File: src/rtl/param_updown_counter.sv
// Parametrised up/down counter with load, wrap/saturate, terminal-count pulse and sticky overflow.
// Optional step prescaler enabled by defining COUNTER_PRESCALE_EN.
module param_updown_counter #(
    parameter int unsigned WIDTH    = 4,
    parameter int unsigned MAX_VAL  = (1 << WIDTH) - 1,
    parameter int unsigned PRESCALE = 4
) (
    input  logic             clk,
    input  logic             rst_n,
    input  logic             en,
    input  logic             up_dn,
    input  logic             sat_mode,
    input  logic             load,
    input  logic [WIDTH-1:0] load_val,
    input  logic             clr_ovf,
    output logic [WIDTH-1:0] q,
    output logic             tc,
    output logic             ovf
);

    localparam logic [WIDTH-1:0] MaxQ = WIDTH'(MAX_VAL);

    if (WIDTH < 1 || PRESCALE < 1 ||
        longint'(MAX_VAL) >= (longint'(1) << WIDTH)) begin : g_bad_params
        $error("param_updown_counter: illegal WIDTH/MAX_VAL/PRESCALE");
    end

    logic [WIDTH-1:0] cnt_q, cnt_d;
    logic             tc_q, tc_d;
    logic             ovf_q, ovf_d;
    logic             step;
    logic             boundary;

`ifdef COUNTER_PRESCALE_EN
    localparam int unsigned PsW = (PRESCALE > 1) ? $clog2(PRESCALE) : 1;
    localparam logic [PsW-1:0] PsLast = PsW'(PRESCALE - 1);

    logic [PsW-1:0] ps_q, ps_d;

    // A step fires on the PRESCALE-th enabled cycle; load restarts the window.
    assign step = en && (ps_q == PsLast);

    always_comb begin
        ps_d = ps_q;
        if (load) begin
            ps_d = '0;
        end else if (en) begin
            ps_d = step ? '0 : ps_q + 1'b1;
        end
    end

    always_ff @(posedge clk) begin
        if (!rst_n) begin
            ps_q <= '0;
        end else begin
            ps_q <= ps_d;
        end
    end
`else
    assign step = en;
`endif

    assign boundary = step && !load && (up_dn ? (cnt_q == MaxQ) : (cnt_q == '0));

    always_comb begin
        cnt_d = cnt_q;
        tc_d  = 1'b0;
        ovf_d = clr_ovf ? 1'b0 : ovf_q;
        if (load) begin
            cnt_d = (load_val > MaxQ) ? MaxQ : load_val;
        end else if (step) begin
            if (boundary) begin
                tc_d  = 1'b1;
                ovf_d = 1'b1;
                if (!sat_mode) begin
                    cnt_d = up_dn ? '0 : MaxQ;
                end
            end else begin
                cnt_d = up_dn ? cnt_q + 1'b1 : cnt_q - 1'b1;
            end
        end
    end

    always_ff @(posedge clk) begin
        if (!rst_n) begin
            cnt_q <= '0;
            tc_q  <= 1'b0;
            ovf_q <= 1'b0;
        end else begin
            cnt_q <= cnt_d;
            tc_q  <= tc_d;
            ovf_q <= ovf_d;
        end
    end

    assign q   = cnt_q;
    assign tc  = tc_q;
    assign ovf = ovf_q;

endmodule

File: config.mk
export PLATFORM = sky130hd
export DESIGN_NAME = param_updown_counter
export DESIGN_NICKNAME = d
export VERILOG_FILES = /design/src/rtl/param_updown_counter.sv
export SDC_FILE = /design/constraint.sdc
export NUM_CORES = 1
export LEC_CHECK = 0
export ABC_AREA = 1
export CAP_MARGIN = 20
export CELL_PAD_IN_SITES_DETAIL_PLACEMENT = 1
export CELL_PAD_IN_SITES_GLOBAL_PLACEMENT = 1
export CORE_MARGIN = 1.5
export CORE_UTILIZATION = 28
export CTS_BUF_LIST = sky130_fd_sc_hd__clkbuf_8
export CTS_CLUSTER_SIZE = 40
export DETAILED_ROUTE_END_ITERATION = 6
export PLACE_DENSITY = 0.79
export SYNTH_ARGS = -nofsm -noshare
export SYNTH_HDL_FRONTEND = slang
export SYNTH_SLANG_ARGS = --single-unit
File: constraint.sdc
create_clock -name clk -period 1.2 [get_ports clk]
set_input_delay 0.18 -clock clk [delete_from_list [all_inputs] [get_ports clk]]
set_output_delay 0.18 -clock clk [all_outputs]
set_load 0.005 [all_outputs]
# --- Yosys cells after proc, flatten, opt, wreduce, memory -nomap -nowiden ---
# Cells that the tools add are included.
classes:
  reduce_logical: 7
  n_shift: 0
  n_bitwise: 2
  n_lt_le_gt_ge: 1
  n_eq_ne: 2
  add_sub_neg: 2
  div_mod_pow: 0
  n_mux: 13
  multipliers: 0
op_table:
  columns: ["op", "n"]
  rows:
  - ["$mux 4", 7]
  - ["$mux 1", 6]
  - ["$add 4x1->4 const B", 1]
  - ["$eq 4x4->1 const B", 1]
  - ["$gt 4x4->1 const B", 1]
  - ["$logic_not 4->1", 1]
  - ["$sub 4x1->4 const B", 1]
  - ["$ne 3x3->1 const B", 1]
  - ["$reduce_or 3->1", 1]
  - ["$logic_and 1x1->1", 2]
  - ["$not 1->1", 2]
  - ["$reduce_and 2->1", 1]
  - ["$reduce_bool 2->1", 1]
  - ["$logic_not 1->1", 1]
totals:
  rom_bits: 0
  elab_cells: 30
  input_bits: 11
  latchBits: 0
  output_inout_bits: 6
  mem_bits_rw: 0
  memories: 0
  register_bits: 6

# --- Logic depth before layout (Yosys ltp) ---
# Gate-level depths: netlist of run 1.
depth:
  depth_word: 6
  depth_mapped: 11
  mapped_depth_nobuf: 11

# --- Worst setup path after synthesis of run 1 ---
# No wires, ideal clock.
synth_timing:
  path_type: "register -> register"
  from: "register cnt_q[2] (netlist: q[2])"
  to: "register cnt_q[3] (netlist: q[3])"
  setup_slack_ns: -0.110
  path_buffers: 0
  stages_incl_launch_ff: 11
  arrival_ns: 1.244
  synth_period_minus_slack_ns: 1.310
  t_required_ns: 1.134
  path_cell_list: "dfxtp_1 > ha_1 > nand2_1 > nand2_1 > nor2_1 > nand2_1 > nand2_1 > nand2_1 > nand2_1 > nand3_1 > a21oi_2"
synth_between:
  elab_chain_cells: 6
  elab_cells_between_ends: 12
  cone_classes: "add/sub (2); eq/ne (2); mux (5); reduce/logical (3)"
synth_lines:
  columns: ["item", "line", "rtl"]
  rows:
  - ["start: declaration", "28", "logic [WIDTH-1:0] cnt_q, cnt_d;"]
  - ["start signal: assignment", "90", "cnt_q <= cnt_d;"]
  - ["parallel branches: the longest is 6 deep, another holds $sub 4x1->4", null, null]
# Several ways; the timed one is not identified. The select of a mux whose other input is x is not followed.
# A chain may end at the register's enable or synchronous reset.

# --- Final worst setup path of run 1 ---
# Same ends and word-level chain as after synthesis.

==> results of run 1 <==
per-layer routing:
| metal | up-vias | GRT usage | wire length [um] |
|---|---|---|---|
| met5 | - | 0 | 0 |
| li1 | 294 | - | - |
| met4 | 0 | 0.127 | 54 |
| met2 | 22 | 0.272 | 707 |
| met3 | 4 | 0.0367 | 76 |
| met1 | 269 | 0.248 | 740 |
flip-flops by register name, indices dropped and copies added, names as in the netlist:
register,cells
tc,1
ovf,1
q,4
through the flow:
step | TNS (ns) | instance area, sq um | util | worst slack [ns] | instances
after floorplan | -0.0796 | 503 | - | -0.0275 | 71
after global placement | -2.54 | 758 | 0.486 | -0.545 | 113
after detailed placement | -2.77 | 758 | 0.486 | -0.614 | 113
after CTS | -0.348 | 846 | 0.543 | -0.114 | 119
after global routing | -1.03 | 883 | 0.567 | -0.226 | 121
final | -0.549 | 883 | 0.567 | -0.179 | 121
tightest hold or removal path: stages, from the launching register on:
cell     delay (ns)
dfxtp_1        0.30
nand2_1        0.06
o22ai_1        0.06
cell type report:
class                           instances  area (sq um)  share of cell area
Inverter                                8          32.5              0.0368
Tap cell                               16          20.0              0.0227
Multi-Input combinational cell         57           389               0.441
Timing Repair Buffer                   31           268               0.303
Sequential cell                         6           133               0.150
Clock buffer                            3          41.3              0.0467
how the worst max path moves through the flow:
stage                      startpoint                end
floorplan           q[3]$_SDFFE_PN0P_  q[2]$_SDFFE_PN0P_
global placement                up_dn  q[3]$_SDFFE_PN0P_
detailed placement              up_dn  q[3]$_SDFFE_PN0P_
CTS                 q[2]$_SDFFE_PN0P_  q[3]$_SDFFE_PN0P_
global route        q[2]$_SDFFE_PN0P_  q[3]$_SDFFE_PN0P_
finish              q[2]$_SDFFE_PN0P_  q[3]$_SDFFE_PN0P_
where the power goes:
part	leakage (nW)	switching (mW)	internal (mW)
Combinational	0.357	0.151	0.181
Clock	0.0216	0.0905	0.216
Sequential	0.0516	0.0323	0.220
placed cells by master, fill, tap and decap left out, types with 2 or more instances in the layout:
master	instances
dfxtp_4	3
or2_2	3
nand2_2	3
clkdlybuf4s50_1	9
inv_1	7
nor2_1	6
nand2_1	19
o21ai_1	2
dfxtp_1	2
a21oi_1	3
dlygate4sd2_1	6
nor2_2	3
clkbuf_8	3
buf_4	15
nand3_1	2
xor2_1	2
ha_4	2
nor2_4	2
repair_timing:
| item | in CTS | in global routing |
|---|---|---|
| pin swaps | 2 | 7 |
| gates cloned | 0 | 0 |
| endpoints found under the hold margin | 0 | 0 |
| setup endpoints to repair | 11 | 6 |
| resized for setup | 16 | 6 |
| setup buffers | 3 | 2 |
cells by family after synthesis:
logic type	Yosys count
DFF	6
adders and majority gates	3
AOI/OAI and AO/OA	10
xor gates and xnor gates	3
and+or+nand+nor	41
buffers and inverters	8
==> flow_summary.json, run 1 <==
{
  "io_pins": 17,
  "cts-root-buf": "clkbuf_8",
  "min_from": "ovf$_SDFF_PN0_",
  "gp_congestion": 0.771,
  "post-route-period-util": 1.15,
  "power_leakage_nw": 0.430,
  "grt_max_degree": 7,
  "start_util": 0.311,
  "dr.pass1.iters": 4,
  "hold_slack_ns": 0.472,
  "setup_violations": 6,
  "synth_ff_type": "dfxtp_1",
  "cp_max_fo": 5,
  "die_y_um": 44.6,
  "synth_top_area_cell": "dfxtp_1",
  "cts_buffer_depth": 2,
  "worst_hold_path_type": "flop to flop",
  "n_fill_cell": 202,
  "syn2layout_area_growth_pct": 82.4,
  "synth_top_area_frac": 0.248,
  "crit_path_frequent_cell": "nand2_1",
  "async_reset_ff_frac": 0,
  "fmax_ghz": 0.725,
  "synth-simple-area-share": 0.390,
  "synth_top_family_by_area": "simple AND/OR/NAND/NOR gates",
  "drt_iter0_drc": 9,
  "maxSlewHeadroom": 0.864,
  "fin_ws_ns": -0.179,
  "viasPerCell": 4.87,
  "gr-total-overflow": 0,
  "holdPathEnd": "ovf$_SDFF_PN0_",
  "ant_nets": 0,
  "port_buffers": 16,
  "crit_required_ns": 1.36,
  "grt_pass1_wl_mm": 2.61,
  "row_count": 14,
  "yosysUniqueCellTypes": 20,
  "synth_fp_nets": 85,
  "powerDensity_nw_per_um2": 1010,
  "antenna_cells_inserted": 0,
  "synth_area_sq_um": 484,
  "yosysMostFrequentCell": "nand2_1",
  "syn_area_per_cell_sq_um": 6.82,
  "fp.dieArea_sq_um": 1990,
  "crit_type": "flop to flop",
  "drv_slew": 0,
  "status": "finished, violations left",
  "failed_checks": "negative setup slack",
  "cts_tree": "yes",
  "total_power_mw": 0.890,
  "cts_hold_buf": 0,
  "r2r_slack_ns": -0.18,
  "rr_worst_depth": 10,
  "r2r_end": "q[3]$_SDFFE_PN0P_",
  "synth_mux_area_frac": 0,
  "whs_path_depth": 2,
  "finalClockSkew_ns": 0.00481,
  "period_needed_ns": 1.38,
  "yosys-top-cells-area": "dfxtp_1 (25%), nand2_1 (17%), inv_1 (6.2%)",
  "path_clk_slew_ns": 0.04,
  "yosys.area_share.adder": 0.0930,
  "synth_common_cells": "nand2_1 (22), inv_1 (8), nor2_1 (8)",
  "cp_cell_sequence": "ha_4 -> nand2_2 -> nand2_1 -> nor2_1 -> nand2_1 -> nand2_1 -> nand2_1 -> nand2_2 -> nand3_2 -> a21oi_2",
  "synth_seq_area_share": 0.248,
  "layout.nets": 121,
  "arrival_ns": 1.54,
  "cap_violations": 0,
  "wire_per_inst_um": 13.0,
  "h-tree-depth": 1,
  "antenna_found_initial": 0,
  "wirelength_mm": 1.58,
  "rsz0062_at_grt": "true",
  "vias": 589,
  "dp_hpwl_mm": 1.11,
  "drc": 0,
  "drive_above_1_share": 0.400,
  "grt_usage": 0.188,
  "crit_path_top_delay_cell": "dfxtp_4",
  "yosysWarnings": 0,
  "synth_compound_area_frac": 0.152,
  "regToRegStartpoint": "q[2]$_SDFFE_PN0P_",
  "synth_xor_area_frac": 0.0543,
  "cts_sinks": 6,
  "final_hold_viol_count": 0,
  "core_area_sq_um": 1560,
  "worst_pin_slew_ns": 0.203,
  "worst-path-buf-inv": 0,
  "cp_top_family": "simple AND/OR/NAND/NOR gates",
  "clkLatencyLatePin_ns": 0.23,
  "cp-start-kind": "flop",
  "slowest_delay_ns": 0.36,
  "synth_cells": 71,
  "crit_cells": 10,
  "ys_ff_latch": 6,
  "cp-end-kind": "flop",
  "die_w_um": 44.6,
  "numCtsBuffers": 3,
  "synth_edf_count": 0,
  "ir_drop_v": 0.000465,
  "grt_pass1_vias": 581
}
Note: power is estimated with default switching activity, not from simulation.
==> run 2, diff against run 1 <==
CORE_UTILIZATION = 31   (was 28)
PLACE_DENSITY = 0.83   (was 0.79)
clock period = 1.5 ns   (was 1.2 ns; I/O delays follow)
==> run 2 against run 1 <==
The run now ends clean; flip-flop and latch count unchanged; sequential power decreased by 21%; routed wire length decreased by 6.1%; non-clock buffer count shrank 8; critical endpoint is now q[2]; clock skew down 0.0032 ns.
==> flow_summary.json, run 2 (synthesis results as in run 1) <==
{
  "status": "completed",
  "cts_tree": "yes",
  "antenna_found_initial": 0,
  "layout.nets": 113,
  "largest_register_ffs": 4,
  "r2r_end": "q[0]$_SDFFE_PN0P_",
  "final_hold_viol_count": 0,
  "row_count": 14,
  "worst_hold_path_type": "flop to flop",
  "rsz0062_at_grt": "false",
  "drc": 0,
  "setup_violations": 0,
  "period_needed_ns": 1.44,
  "critPathCapture": "q[2]",
  "crit_cells": 2,
  "worst_pin_slew_ns": 0.213,
  "powerDensity_nw_per_um2": 844,
  "grt_pass1_wl_mm": 2.56,
  "dpl.cell_count": 110,
  "worstSetupStartpoint": "q[2]$_SDFFE_PN0P_",
  "regToRegStartpoint": "q[0]$_SDFFE_PN0P_",
  "layoutNonFillerInstCount": 113,
  "total_power_mw": 0.672,
  "ant_nets": 0,
  "grt_pass1_vias": 624,
  "drt_iter0_drc": 4,
  "core_area_sq_um": 1490,
  "vias": 557,
  "wire_per_inst_um": 13.1,
  "io_pins": 17,
  "post-route-period-util": 0.958,
  "cts_sinks": 6,
  "numCtsBuffers": 3,
  "utilization": 0.534,
  "syn2layout_area_growth_pct": 64.3,
  "path_clk_slew_ns": 0.04,
  "clkLatencyLatePin_ns": 0.22,
  "fmax_ghz": 0.696,
  "viasPerCell": 4.93,
  "dp_hpwl_mm": 1.17,
  "slowest_delay_ns": 0.49,
  "arrival_ns": 1.21,
  "final_common_cell": "nand2_1",
  "port_buffers": 16,
  "drive_above_1_share": 0.299,
  "gp_congestion": 0.776,
  "fin_ws_ns": 0.0624,
  "r2r_slack_ns": 0.15,
  "cts_buffer_depth": 2,
  "post_cts_buffers": 0,
  "die_y_um": 42.5,
  "cp_max_fo": 4,
  "cp_top_family": "buffers and inverters",
  "antenna_cells_inserted": 0,
  "cp-start-kind": "flop",
  "gr-total-overflow": 0,
  "power_leakage_nw": 0.346,
  "cp-end-kind": "output pin",
  "dr.pass1.iters": 2,
  "grt_usage": 0.185,
  "rr_worst_depth": 8,
  "wirelength_mm": 1.48,
  "fp.dieArea_sq_um": 1810,
  "worst-path-buf-inv": 2,
  "grt_max_degree": 9,
  "maxSlewHeadroom": 0.858,
  "finalClockSkew_ns": 0.00165,
  "dp_slack_ns": -0.418,
  "mostFrequentLayoutCells": "nand2_1 (22), clkdlybuf4s50_1 (15), nor2_1 (8), inv_1 (7), buf_4 (7)",
  "crit_path_top_delay_cell": "clkdlybuf4s50_1",
  "cp_cell_sequence": "buf_4 -> clkdlybuf4s50_1",
  "start_util": 0.325,
  "ir_drop_v": 0.000737,
  "drv_slew": 0,
  "h-tree-depth": 1,
  "cap_violations": 0,
  "die_w_um": 42.5,
  "cts-root-buf": "clkbuf_8",
  "crit_type": "flop to output pin",
  "crit_required_ns": 1.27
}
==> run 2: worst min path at each step <==
stage	to	cells after the start	slack (ns)	start
floorplan	ovf$_SDFF_PN0_	1	0.34	clr_ovf
CTS	ovf$_SDFF_PN0_	2	0.49	ovf$_SDFF_PN0_
global route	ovf$_SDFF_PN0_	2	0.50	ovf$_SDFF_PN0_
finish	ovf$_SDFF_PN0_	2	0.48	ovf$_SDFF_PN0_
global placement	ovf$_SDFF_PN0_	2	0.46	ovf$_SDFF_PN0_
detailed placement	ovf$_SDFF_PN0_	2	0.48	ovf$_SDFF_PN0_
==> run 2: repair_timing <==
action	in CTS	in global routing
setup endpoints to repair	4	4
hold buffers	0	0
resized for setup	9	2
==> run 2: final cells by class <==
| class | count | area, sq um |
|---|---|---|
| Tap cell | 16 | 20.0 |
| Multi-Input combinational cell | 57 | 365 |
| Sequential cell | 6 | 125 |
| Timing Repair Buffer | 23 | 211 |
| Clock buffer | 3 | 41.3 |
| Inverter | 8 | 32.5 |
| Fill cell | 195 | 693 |
==> run 2: worst min-delay path, stage by stage (launching register included) <==
cell	delay, ns
dfxtp_1	0.30
nand2_1	0.06
o22ai_1	0.07
==> run 2: per-layer routing <==
layer  part of all wire  vias up  global-route usage
met5                  0        -                   0
met4                  0        0              0.0438
met3              0.041        0              0.0603
met2               0.54       19               0.332
met1               0.42      257               0.210
li1                   -      281                   -
==> run 2: power by group <==
group / internal (mW) / switching [mW]
Clock: 0.172 / 0.0705
Combinational: 0.121 / 0.107
Sequential: 0.177 / 0.0239
Total: 0.470 / 0.202
==> run 2: metrics by stage <==
step / instance area, sq um / setup TNS [ns] / hold WS, ns
after detailed placement: 717 / -1.27 / 0.482
after CTS: 793 / 0 / 0.488
after floorplan: 484 / 0 / 0.339
after global placement: 717 / -1.06 / 0.463
after global routing: 796 / 0 / 0.504
final: 796 / 0 / 0.483
